### src/rtl/mem_arbiter.sv
// mem_arbiter: shares one start/done memory port between the instruction-fetch
// path and the data load/store path. One transaction is in flight at a time.
// Data requests win over fetch unless data has already taken DATA_BURST_MAX
// grants in a row while fetch waited. A WAIT that outlasts TIMEOUT cycles is
// aborted and answered with zero data and bus_err.
module mem_arbiter #(
  parameter int ADDR_WIDTH     = 24,
  parameter int DATA_BURST_MAX = 4,
  parameter int TIMEOUT        = 1024
) (
  input  logic                  clk,
  input  logic                  reset,
  // fetch requester
  input  logic                  i_req,
  input  logic [ADDR_WIDTH-1:0] i_addr,
  output logic [31:0]           i_rdata,
  output logic                  i_ack,
  // data requester
  input  logic                  d_req,
  input  logic                  d_we,
  input  logic [3:0]            d_be,
  input  logic [ADDR_WIDTH-1:0] d_addr,
  input  logic [31:0]           d_wdata,
  output logic [31:0]           d_rdata,
  output logic                  d_ack,
  // completion status shared by both requesters
  output logic                  bus_err,
  // memory port
  output logic                  mem_start,
  output logic                  mem_we,
  output logic [3:0]            mem_be,
  output logic [ADDR_WIDTH-1:0] mem_addr,
  output logic [31:0]           mem_wdata,
  input  logic [31:0]           mem_rdata,
  input  logic                  mem_done,
  output logic                  busy
);

  // Streak counter must be able to hold DATA_BURST_MAX itself.
  localparam int STREAK_W = $clog2(DATA_BURST_MAX + 1);
  localparam int TIMER_W  = $clog2(TIMEOUT) + 1;

  localparam logic [STREAK_W-1:0] STREAK_MAX = STREAK_W'(DATA_BURST_MAX);
  localparam logic [TIMER_W-1:0]  TIMER_LAST = TIMER_W'(TIMEOUT - 1);

  typedef enum logic [1:0] {
    S_IDLE,
    S_ISSUE,
    S_WAIT,
    S_RESP
  } state_e;

  state_e                state_q, state_d;
  logic                  grant_data_q, grant_data_d;   // 1: data owns the transaction
  logic [STREAK_W-1:0]   streak_q, streak_d;           // data grants since fetch last won
  logic [TIMER_W-1:0]    timer_q, timer_d;             // cycles spent in WAIT
  logic                  err_q, err_d;                 // current transaction timed out
  logic                  mem_we_q, mem_we_d;
  logic [3:0]            mem_be_q, mem_be_d;
  logic [ADDR_WIDTH-1:0] mem_addr_q, mem_addr_d;
  logic [31:0]           mem_wdata_q, mem_wdata_d;
  logic [31:0]           i_rdata_q, i_rdata_d;
  logic [31:0]           d_rdata_q, d_rdata_d;

  // Scratch values produced by the next-state logic.
  logic                  take_data;
  logic                  resp_valid;
  logic [31:0]           resp_data;

  // Next-state, grant and completion logic.
  always_comb begin
    // NOTE: every signal written here gets a default first, so no path can
    // leave one unassigned and infer a latch.
    state_d      = state_q;
    grant_data_d = grant_data_q;
    streak_d     = streak_q;
    timer_d      = timer_q;
    err_d        = err_q;
    mem_we_d     = mem_we_q;
    mem_be_d     = mem_be_q;
    mem_addr_d   = mem_addr_q;
    mem_wdata_d  = mem_wdata_q;
    i_rdata_d    = i_rdata_q;
    d_rdata_d    = d_rdata_q;
    take_data    = 1'b0;
    resp_valid   = 1'b0;
    resp_data    = '0;

    unique case (state_q)
      S_IDLE: begin
        if (i_req || d_req) begin
          // Data wins unless fetch is also waiting and data used up its burst.
          take_data    = d_req && !(i_req && (streak_q == STREAK_MAX));
          grant_data_d = take_data;
          state_d      = S_ISSUE;
          if (take_data) begin
            streak_d    = (streak_q == STREAK_MAX) ? streak_q
                                                   : streak_q + STREAK_W'(1);
            mem_we_d    = d_we;
            mem_be_d    = d_be;
            mem_addr_d  = d_addr;
            mem_wdata_d = d_wdata;
          end else begin
            streak_d    = '0;
            mem_we_d    = 1'b0;
            mem_be_d    = 4'b1111;
            mem_addr_d  = i_addr;
            mem_wdata_d = '0;
          end
        end
      end

      S_ISSUE: begin
        // mem_start is high this cycle; a done here is not a legal response.
        timer_d = '0;
        state_d = S_WAIT;
      end

      S_WAIT: begin
        if (mem_done) begin
          resp_valid = 1'b1;
          resp_data  = mem_rdata;
          err_d      = 1'b0;
          state_d    = S_RESP;
        end else if (timer_q == TIMER_LAST) begin
          resp_valid = 1'b1;
          resp_data  = '0;
          err_d      = 1'b1;
          state_d    = S_RESP;
        end else begin
          timer_d = timer_q + TIMER_W'(1);
        end
      end

      S_RESP: begin
        state_d = S_IDLE;
      end

      default: begin
        state_d = S_IDLE;
      end
    endcase

    // Only the granted side's read-data register changes; both hold afterwards.
    if (resp_valid) begin
      if (grant_data_q) begin
        d_rdata_d = resp_data;
      end else begin
        i_rdata_d = resp_data;
      end
    end
  end

  // State and datapath registers.
  always_ff @(posedge clk or posedge reset) begin
    // NOTE: sequential state is updated with non-blocking assignments so every
    // register samples the pre-edge values of the others.
    if (reset) begin
      // NOTE: the datapath registers are reset too, because they drive ports
      // that must read zero after reset, not just the control state.
      state_q      <= S_IDLE;
      grant_data_q <= 1'b0;
      streak_q     <= '0;
      timer_q      <= '0;
      err_q        <= 1'b0;
      mem_we_q     <= 1'b0;
      mem_be_q     <= '0;
      mem_addr_q   <= '0;
      mem_wdata_q  <= '0;
      i_rdata_q    <= '0;
      d_rdata_q    <= '0;
    end else begin
      state_q      <= state_d;
      grant_data_q <= grant_data_d;
      streak_q     <= streak_d;
      timer_q      <= timer_d;
      err_q        <= err_d;
      mem_we_q     <= mem_we_d;
      mem_be_q     <= mem_be_d;
      mem_addr_q   <= mem_addr_d;
      mem_wdata_q  <= mem_wdata_d;
      i_rdata_q    <= i_rdata_d;
      d_rdata_q    <= d_rdata_d;
    end
  end

  // Strobes decoded from state; fields come straight from the holding registers.
  assign mem_start = (state_q == S_ISSUE);
  assign busy      = (state_q != S_IDLE);
  assign i_ack     = (state_q == S_RESP) && !grant_data_q;
  assign d_ack     = (state_q == S_RESP) &&  grant_data_q;
  assign bus_err   = (state_q == S_RESP) &&  err_q;
  assign mem_we    = mem_we_q;
  assign mem_be    = mem_be_q;
  assign mem_addr  = mem_addr_q;
  assign mem_wdata = mem_wdata_q;
  assign i_rdata   = i_rdata_q;
  assign d_rdata   = d_rdata_q;

endmodule
### config.mk
export PLATFORM = sky130hd
export DESIGN_NAME = mem_arbiter
export DESIGN_NICKNAME = d
export VERILOG_FILES = /design/src/rtl/mem_arbiter.sv
export SDC_FILE = /design/constraint.sdc
export NUM_CORES = 1
export LEC_CHECK = 0
export CAP_MARGIN = 20
export CORE_MARGIN = 5
export CORE_UTILIZATION = 42
export CTS_CLUSTER_DIAMETER = 120
export DETAILED_ROUTE_END_ITERATION = 10
export GPL_TIMING_DRIVEN = 0
export HOLD_SLACK_MARGIN = 0.02
export PLACE_DENSITY_LB_ADDON = 0.12
export SYNTH_ARGS = -nofsm -noshare
export SYNTH_HDL_FRONTEND = slang
export SYNTH_SLANG_ARGS = --single-unit
### constraint.sdc
create_clock -name clk -period 5.9 [get_ports clk]
set_input_delay 1.18 -clock clk [delete_from_list [all_inputs] [get_ports clk]]
set_output_delay 1.18 -clock clk [all_outputs]
set_load 0.03 [all_outputs]
# Word-level counts from Yosys, hierarchy flattened
# Cells that the tools add are included.
# totals
latch_bits	0
ramBits	0
word_cells	63
regBits	143
input_bits	122
n_memories	0
rom_bits	0
# op_classes
magnitude_cmp	0
n_bitwise	1
eq_ne	10
addsub	2
mux	20
multipliers	0
div_mod_pow	0
n_reduce_logical	19
shift	0
# ops
cell	n
2-to-1 mux 32 bit	3
2-to-1 mux 24 bit	1
2-to-1 mux 11 bit	2
case mux 11 bit (2 select lines)	1
adder 11 x 1 -> 11 bit, second input constant	1
equality test 11 x 10 -> 1 bit, second input constant	1
AND reduction 2 bit	5
inequality test 2 bit, second input constant	4
case mux 2 bit (4 select lines)	1
2-to-1 mux 1 bit	6
2-to-1 mux 2 bit	3
2-to-1 mux 3 bit	2
AND reduction 3 bit	2
nonzero test 2 bit	3
logical AND 1 bit	5
equality test 2 bit, second input constant	2
2-to-1 mux 4 bit	1
adder 3 x 1 -> 3 bit, second input constant	1
equality test 3 bit, second input constant	1
inequality test 3 bit, second input constant	1
equality test 2 x 1 -> 1 bit, second input constant	1
logical NOT 1 bit	2
logical NOT 2 bit	1
logical OR 1 bit	1
inverter 1 bit	1

# Longest topological paths before layout
# Gate-level depths: netlist of the first run.
# depth
ltp_word	6
ltp_mapped	8
ltp_nobuf	6

# Least setup slack after synthesis of the first run
# Ideal clock, no wire load.
# synth_path
path_kind	input-to-reg
from	input mem_done
to	register timer_q[9]
setup_slack_ps	3393
setup_time_ps	87
t_arrival_ps	2420
path_buffers	0
path_stages	4
cell_sequence	and4b_1 > or4b_1 > or4_1 > o211ai_1
# synth_via
elab_chain_cells	2
# synth_rtl
item	line_no	text
start: declaration	35	input logic mem_done,
inequality test 2 bit (no line)	--	
AND reduction 3 bit (no line)	--	
end signal: assignment	176	timer_q <= timer_d;
end: declaration	56	logic [TIMER_W-1:0] timer_q, timer_d;
# No other way between the ends.
# A chain may end at the register's enable or synchronous reset.

# Worst setup path after layout of the first run
# layout_path
from	register state_q[0]
to	output busy
# layout_via
elab_chain_cells	1
# layout_rtl
item	line_no	text
start: declaration	53	state_e state_q, state_d;
start signal: assignment	173	state_q <= state_d;
nonzero test 2 bit	189	assign busy = (state_q != S_IDLE);
end: declaration	36	output logic busy
# No other way between the ends.

==> results of run 1 <==
[layer usage]
layer,global-route usage,share of wire
met1,0.258,0.39
met2,0.368,0.48
met3,0.102,0.11
met4,0.0707,0.018
met5,0,0
[worst max-delay path: cells and delay by family (launching register included)]
kind       cells  cell delay, ps
flops          1             390
fa+ha+maj      1             280
buf+inv        3             950
[stage by stage]
stage	instance area, sq um	utilization
floorplan	5710	-
global placement	8440	0.635
detailed placement	8470	0.637
CTS	9130	0.687
global route	9130	0.687
finish	9130	0.687
[final cells by class]
cell class,count,area (sq um)
sequential,143,3580
tap,176,220
buffer,33,149
clock inverter,15,235
inverter,11,46.3
timing repair buffer,252,2540
fill,984,4160
clock buffer,17,425
multi-input combinational,291,1940
[power groups by stage]
| stage | logic, uW | clock network, uW | registers (uW) |
|---|---|---|---|
| 2_1_floorplan | 766 | 0 | 2380 |
| 3_3_place_gp | 2620 | 0 | 1630 |
| 3_5_place_dp | 2660 | 0 | 1650 |
| 4_1_cts | 2670 | 1210 | 1650 |
| 5_1_grt | 2800 | 1250 | 1700 |
| 6_report | 2650 | 1190 | 1640 |
[registers in the layout, indices dropped and copies added (netlist names)]
name          flops
streak_q          3
timer_q          11
state_q           2
d_rdata          32
mem_be            4
i_rdata          32
mem_wdata        32
mem_addr         24
mem_we            1
grant_data_q      1
err_q             1
[final timing paths]
check / startpoint / endpoint / cells after the start
min in group asynchronous: reset / timer_q[5]$_DFFE_PP0P_ / 2
max in group asynchronous: reset / mem_be[3]$_DFFE_PP0P_ / 3
worst min-delay path: d_rdata[8]$_DFFE_PP0P_ / d_rdata[8]$_DFFE_PP0P_ / 1
worst max-delay path: state_q[0]$_DFFE_PP0P_ / busy / 4
worst min register to register: d_rdata[8]$_DFFE_PP0P_ / d_rdata[8]$_DFFE_PP0P_ / 1
worst max register to register: state_q[0]$_DFFE_PP0P_ / i_rdata[10]$_DFFE_PP0P_ / 6
[layout by cell type (no fill, tap or decap), types with 3 or more instances in the layout]
master / synthesis / layout
a21oi_1: 10 / 10
a22o_1: 99 / 99
a31oi_1: 25 / 25
and2_1: 3 / 3
buf_6: 3 / 3
bufinv_16: 0 / 5
clkbuf_1: 28 / 28
clkbuf_16: 0 / 17
clkdlybuf4s50_1: 0 / 251
clkinv_4: 0 / 3
clkinvlp_4: 0 / 4
dfrtp_1: 143 / 143
ha_1: 8 / 8
inv_1: 11 / 10
inv_6: 0 / 3
nand2_1: 59 / 59
nand3_1: 7 / 7
nor2_1: 31 / 31
nor3_1: 4 / 4
o211ai_1: 3 / 3
o21ai_0: 3 / 3
o22a_1: 4 / 4
o31ai_1: 4 / 4
or4_1: 3 / 3
[kinds of logic after synthesis]
group | after synthesis
fa+ha+maj | 8
buf+inv | 44
mux | 1
flops | 143
compound gates | 159
simple gates | 123
==> out/qor.txt, run 1 <==
Layout cells sized above 1 = 0.0551
PwrDens = 601 nW/um^2
Maximum clock rate = 310 MHz
Hold WS = 502 ps
PortBufs = 251
Top-count cell post-synth = dfrtp_1
Initial drt markers = 244
Number of synthesized flops with an enable pin = 0
Worst Setup End Kind = primary output
Setup_tns = 0 ps
Xor and xnor fraction of the mapped netlist area = 0
Synth cell count leaders = dfrtp_1 (143), a22o_1 (99), nand2_1 (59), nor2_1 (31), clkbuf_1 (28)
Setup slack, reg-to-reg = 3640 ps
CTS tree = done
Comb pwr share = 0.482
Clock power share = 0.218
Number of setup buffers added after CTS = 0
Ports = 252
Die X = 127 microns
Lkg Pwr = 0.00392 uW
CTS hold repair buffers = 0
Wirelength per Cell = 18.8 microns
Final hold vios = 0
Sequential element share of the synthesized area = 0.627
Sw Ratio = 0.398
Synth top area cells = dfrtp_1 (63%), a22o_1 (15%), nand2_1 (3.9%)
Routed WL = 17700 microns
Clock skew = 7.32 ps
Drt pass-1 iters = 4
Fin crit period = 3220 ps
CTS Root Cell = clkbuf_16
Worst setup margin = 2680 ps
Starting Density = 0.429
Post-synthesis simple-gate area fraction = 0.0976
Syn Area/Cell = 11.9 sq um
Clock buffer depth = 2
CP arrival = 2040 ps
Placer Congestion = 0.832
Dpl cells = 906
Pins Over Slew Limit = 0
Synth Area in Compound Gates = 0.222
Final Non-Filler Cells = 938
Syn nets = 608
Total number of vias = 4965
VDD IR-drop max = 267 uV
Yosys cell types = 40
Worst skew pair latency = 420 ps
Via/cell ratio = 5.29
Die footprint = 16000 sq um
Post-synth ARST share = 1.00
Warnings, synthesis = 0
Resized cells post-CTS = 0
Most used flip-flop cell after synthesis = dfrtp_1
Yosys top cell area share = 0.627
Kind of critical path = flop to primary output
Max-cap violations = 0
CP dominant cell by count = inv_1
TritonCTS Sinks = 143
Dpl ws = 2650 ps
Largest net degree at the start of global routing = 75
Cells after Synth = 478
N_diodes = 0
CP required = 4720 ps
CP max-delay cell = clkdlybuf4s50_1
Crit-path cells = inv_1 > ha_1 > inv_1 > clkdlybuf4s50_1
Post-route ant nets = 0
Outcome = finished clean
Mux contribution to synthesized area = 0.00197
Die height = 127 microns
Initial antenna violation count = 0
Startpoint Class = flop
Core Footprint = 13300 sq um
Cts bufs inserted = 17
Final setup violation count = 0
Largest family of logic cells by synthesized area = compound AO/OA/AOI/OAI gates
Adder and majority gate portion of the synthesized area = 0.0175
Max FO, Critical Path = 6
Power consumption = 5480 uW
Global route total overflow = 0
H-tree depth = 4
Remaining DRCs = 0
Clock slew seen by the registers of the worst setup and hold paths = 60 ps
Worst min path class = flop to flop
Final worst path period share = 0.546
First-pass GRT wire length = 28300 microns
# rows = 42
Max_slew headroom = 0.363
Register bit total from synthesis = 143
DP HPWL = 13200 microns
Reg power frac = 0.300
Worst path max stage delay = 720 ps
Fin nets = 879
RSZ-0062 raised after global routing = false
Vias in the first global route = 5324
Area leader, netlist = dfrtp_1
GRT Util Overall = 0.222
Net load switching power = 2180 uW
Layout area overhead = 60.0%
Power Internal = 3300 uW
Synthesized area = 5710 sq um
Tightest Pin Transition = 949 ps
No activity file was read; power rests on OpenSTA's default activity.
==> inputs of run 2 (changes only) <==
CORE_UTILIZATION = 38   (was 42)
clock period = 2.69 ns   (was 5.9 ns; I/O delays follow)
==> out/qor.txt, run 2 (synthesis gave the netlist of run 1 again) <==
Outcome = finished clean
Delay-heaviest family, CP = buffers and inverters
Drt pass-1 iters = 4 (unchanged)
CP required = 2150 ps (-2570 ps)
Routed WL = 17700 microns (+0.28%)
Clock slew seen by the registers of the worst setup and hold paths = 60 ps (about the same)
Die height = 133 microns (+4.7%)
Clock skew = 10.5 ps (+3.16 ps)
Commonest non-fill, non-tap cell in the layout = clkdlybuf4s50_1
RR Startpoint = state_q[0]$_DFFE_PP0P_
Global route total overflow = 0 (unchanged)
Worst min path class = flop to flop
Reg2Reg Depth = 6 (unchanged)
Clock buffer depth = 2 (unchanged)
Via/cell ratio = 5.35 (+1.1%)
GRT Util Overall = 0.204 (-0.0184)
Fillers = 1186 (+21%)
Worst hold endpoint = d_rdata[26]$_DFFE_PP0P_
Final worst path period share = 0.874
Crit-path cells = ha_1 > nor2b_1 > clkdlybuf4s50_1
Hold Path Depth = 1 (unchanged)
Cts bufs inserted = 17 (unchanged)
PortBufs = 251 (unchanged)
Initial drt markers = 219 (-10%)
Most frequent cells in the layout = clkdlybuf4s50_1 (250), dfrtp_1 (143), a22o_1 (99)
CTS hold repair buffers = 0 (unchanged)
Startpoint Class = flop
Fin crit period = 2350 ps
Die X = 133 microns (+4.7%)
Dpl ws = 80.4 ps (-2570 ps)
Pins Over Slew Limit = 0 (unchanged)
Initial antenna violation count = 1 (+1)
First-pass GRT wire length = 28900 microns (+2.1%)
Kind of critical path = flop to primary output
Setup slack, reg-to-reg = 420 ps (-3220 ps)
Resized cells post-CTS = 0 (unchanged)
H-tree depth = 4 (unchanged)
Max FO, Critical Path = 4 (-2)
Setup_tns = 0 ps (unchanged)
Post-route ant nets = 0 (unchanged)
CTS tree = done
Die footprint = 17600 sq um (+9.7%)
# rows = 44 (+4.8%)
PwrDens = 1300 nW/um^2 (+120%)
CP max-delay cell = clkdlybuf4s50_1
Remaining DRCs = 0 (unchanged)
Layout cells sized above 1 = 0.0550 (-0.000144)
Worst setup margin = 338 ps (-2340 ps)
CP Buf/Inv Count = 1 (-2)
RSZ-0062 raised after global routing = false
Worst path max stage delay = 680 ps (-40 ps)
Fin nets = 881 (+0.23%)
Number of setup buffers added after CTS = 0 (unchanged)
VDD IR-drop max = 606 uV (+130%)
Dpl cells = 916 (+1.1%)
TritonCTS Sinks = 143 (unchanged)
Final hold vios = 0 (unchanged)
Starting Density = 0.390 (-0.0395)
Placer Congestion = 0.808 (-2.8%)
DP HPWL = 13300 microns (+1.2%)
Ports = 252 (unchanged)
Total number of vias = 5079 (+2.3%)
Maximum clock rate = 425 MHz
Worst Setup End Kind = primary output
Lkg Pwr = 0.00394 uW (+0.35%)
Wirelength per Cell = 18.7 microns (-0.88%)
CTS Root Cell = clkbuf_16
Final Non-Filler Cells = 949 (+1.2%)
Max-cap violations = 0 (unchanged)
Vias in the first global route = 5407 (+1.6%)
Largest net degree at the start of global routing = 46 (-39%)
Worst skew pair latency = 410 ps (about the same)
Tightest Pin Transition = 922 ps (-26.4 ps)
Layout area overhead = 60.4%
Core Footprint = 14600 sq um (+10%)
Max_slew headroom = 0.380 (+0.0177)
Hold Path Origin = d_rdata[26]$_DFFE_PP0P_
Worst r2r dst = i_rdata[7]$_DFFE_PP0P_
Hold WS = 504 ps (+1.56 ps)
CP arrival = 1810 ps (-230 ps)
Post-layout util = 0.625 (-0.0620)
Final setup violation count = 0 (unchanged)
## run 2: how the worst max path moves through the flow
stage | startpoint | endpoint | slack [ps] | depth (start not counted)
2_1_floorplan | reset | d_rdata[0]$_DFFE_PP0P_ | 360 | 1
3_3_place_gp | reset | mem_wdata[11]$_DFFE_PP0P_ | -840 | 2
3_5_place_dp | mem_done | i_rdata[7]$_DFFE_PP0P_ | 80 | 5
4_1_cts | state_q[0]$_DFFE_PP0P_ | busy | 30 | 4
5_1_grt | state_q[0]$_DFFE_PP0P_ | mem_addr[12]$_DFFE_PP0P_ | 190 | 7
6_report | state_q[1]$_DFFE_PP0P_ | i_ack | 340 | 3
## run 2: worst register-to-register path, cell delays in order (launching register included)
cell	delay (ps)
dfrtp_1	410
inv_1	130
ha_1	310
inv_1	120
nor3_1	570
clkbuf_1	460
a22o_1	220
## run 2: final cells by class
cell class,count,area (sq um),area share
antenna,1,2.50,0.000273
timing repair buffer,254,2570,0.281
multi-input combinational,291,1940,0.212
buffer,33,149,0.0163
clock inverter,10,159,0.0174
sequential,143,3580,0.391
clock buffer,22,474,0.0518
inverter,11,45.0,0.00492
tap,184,230,0.0252
## run 2: through the flow
stage | area, sq um | power, uW
final | 9150 | 11900
after global routing | 9150 | 12500
after CTS | 9150 | 12000
after detailed placement | 8510 | 9460
after global placement | 8450 | 9350
after floorplan | 5710 | 6890
## run 2: power by group
| part | switching (uW) | internal, uW |
|---|---|---|
| logic | 3280 | 2520 |
| clock network | 878 | 1620 |
| registers | 559 | 3060 |
## run 2: metal layers
metal | wire, microns | vias to the layer above | GRT usage | part of all wire
met5 | 0 | - | 0 | 0
met3 | 1790 | 18 | 0.0949 | 0.10
li1 | - | 2315 | - | -
met2 | 8640 | 219 | 0.334 | 0.49
met4 | 227 | 0 | 0.0606 | 0.013
met1 | 7050 | 2527 | 0.240 | 0.40
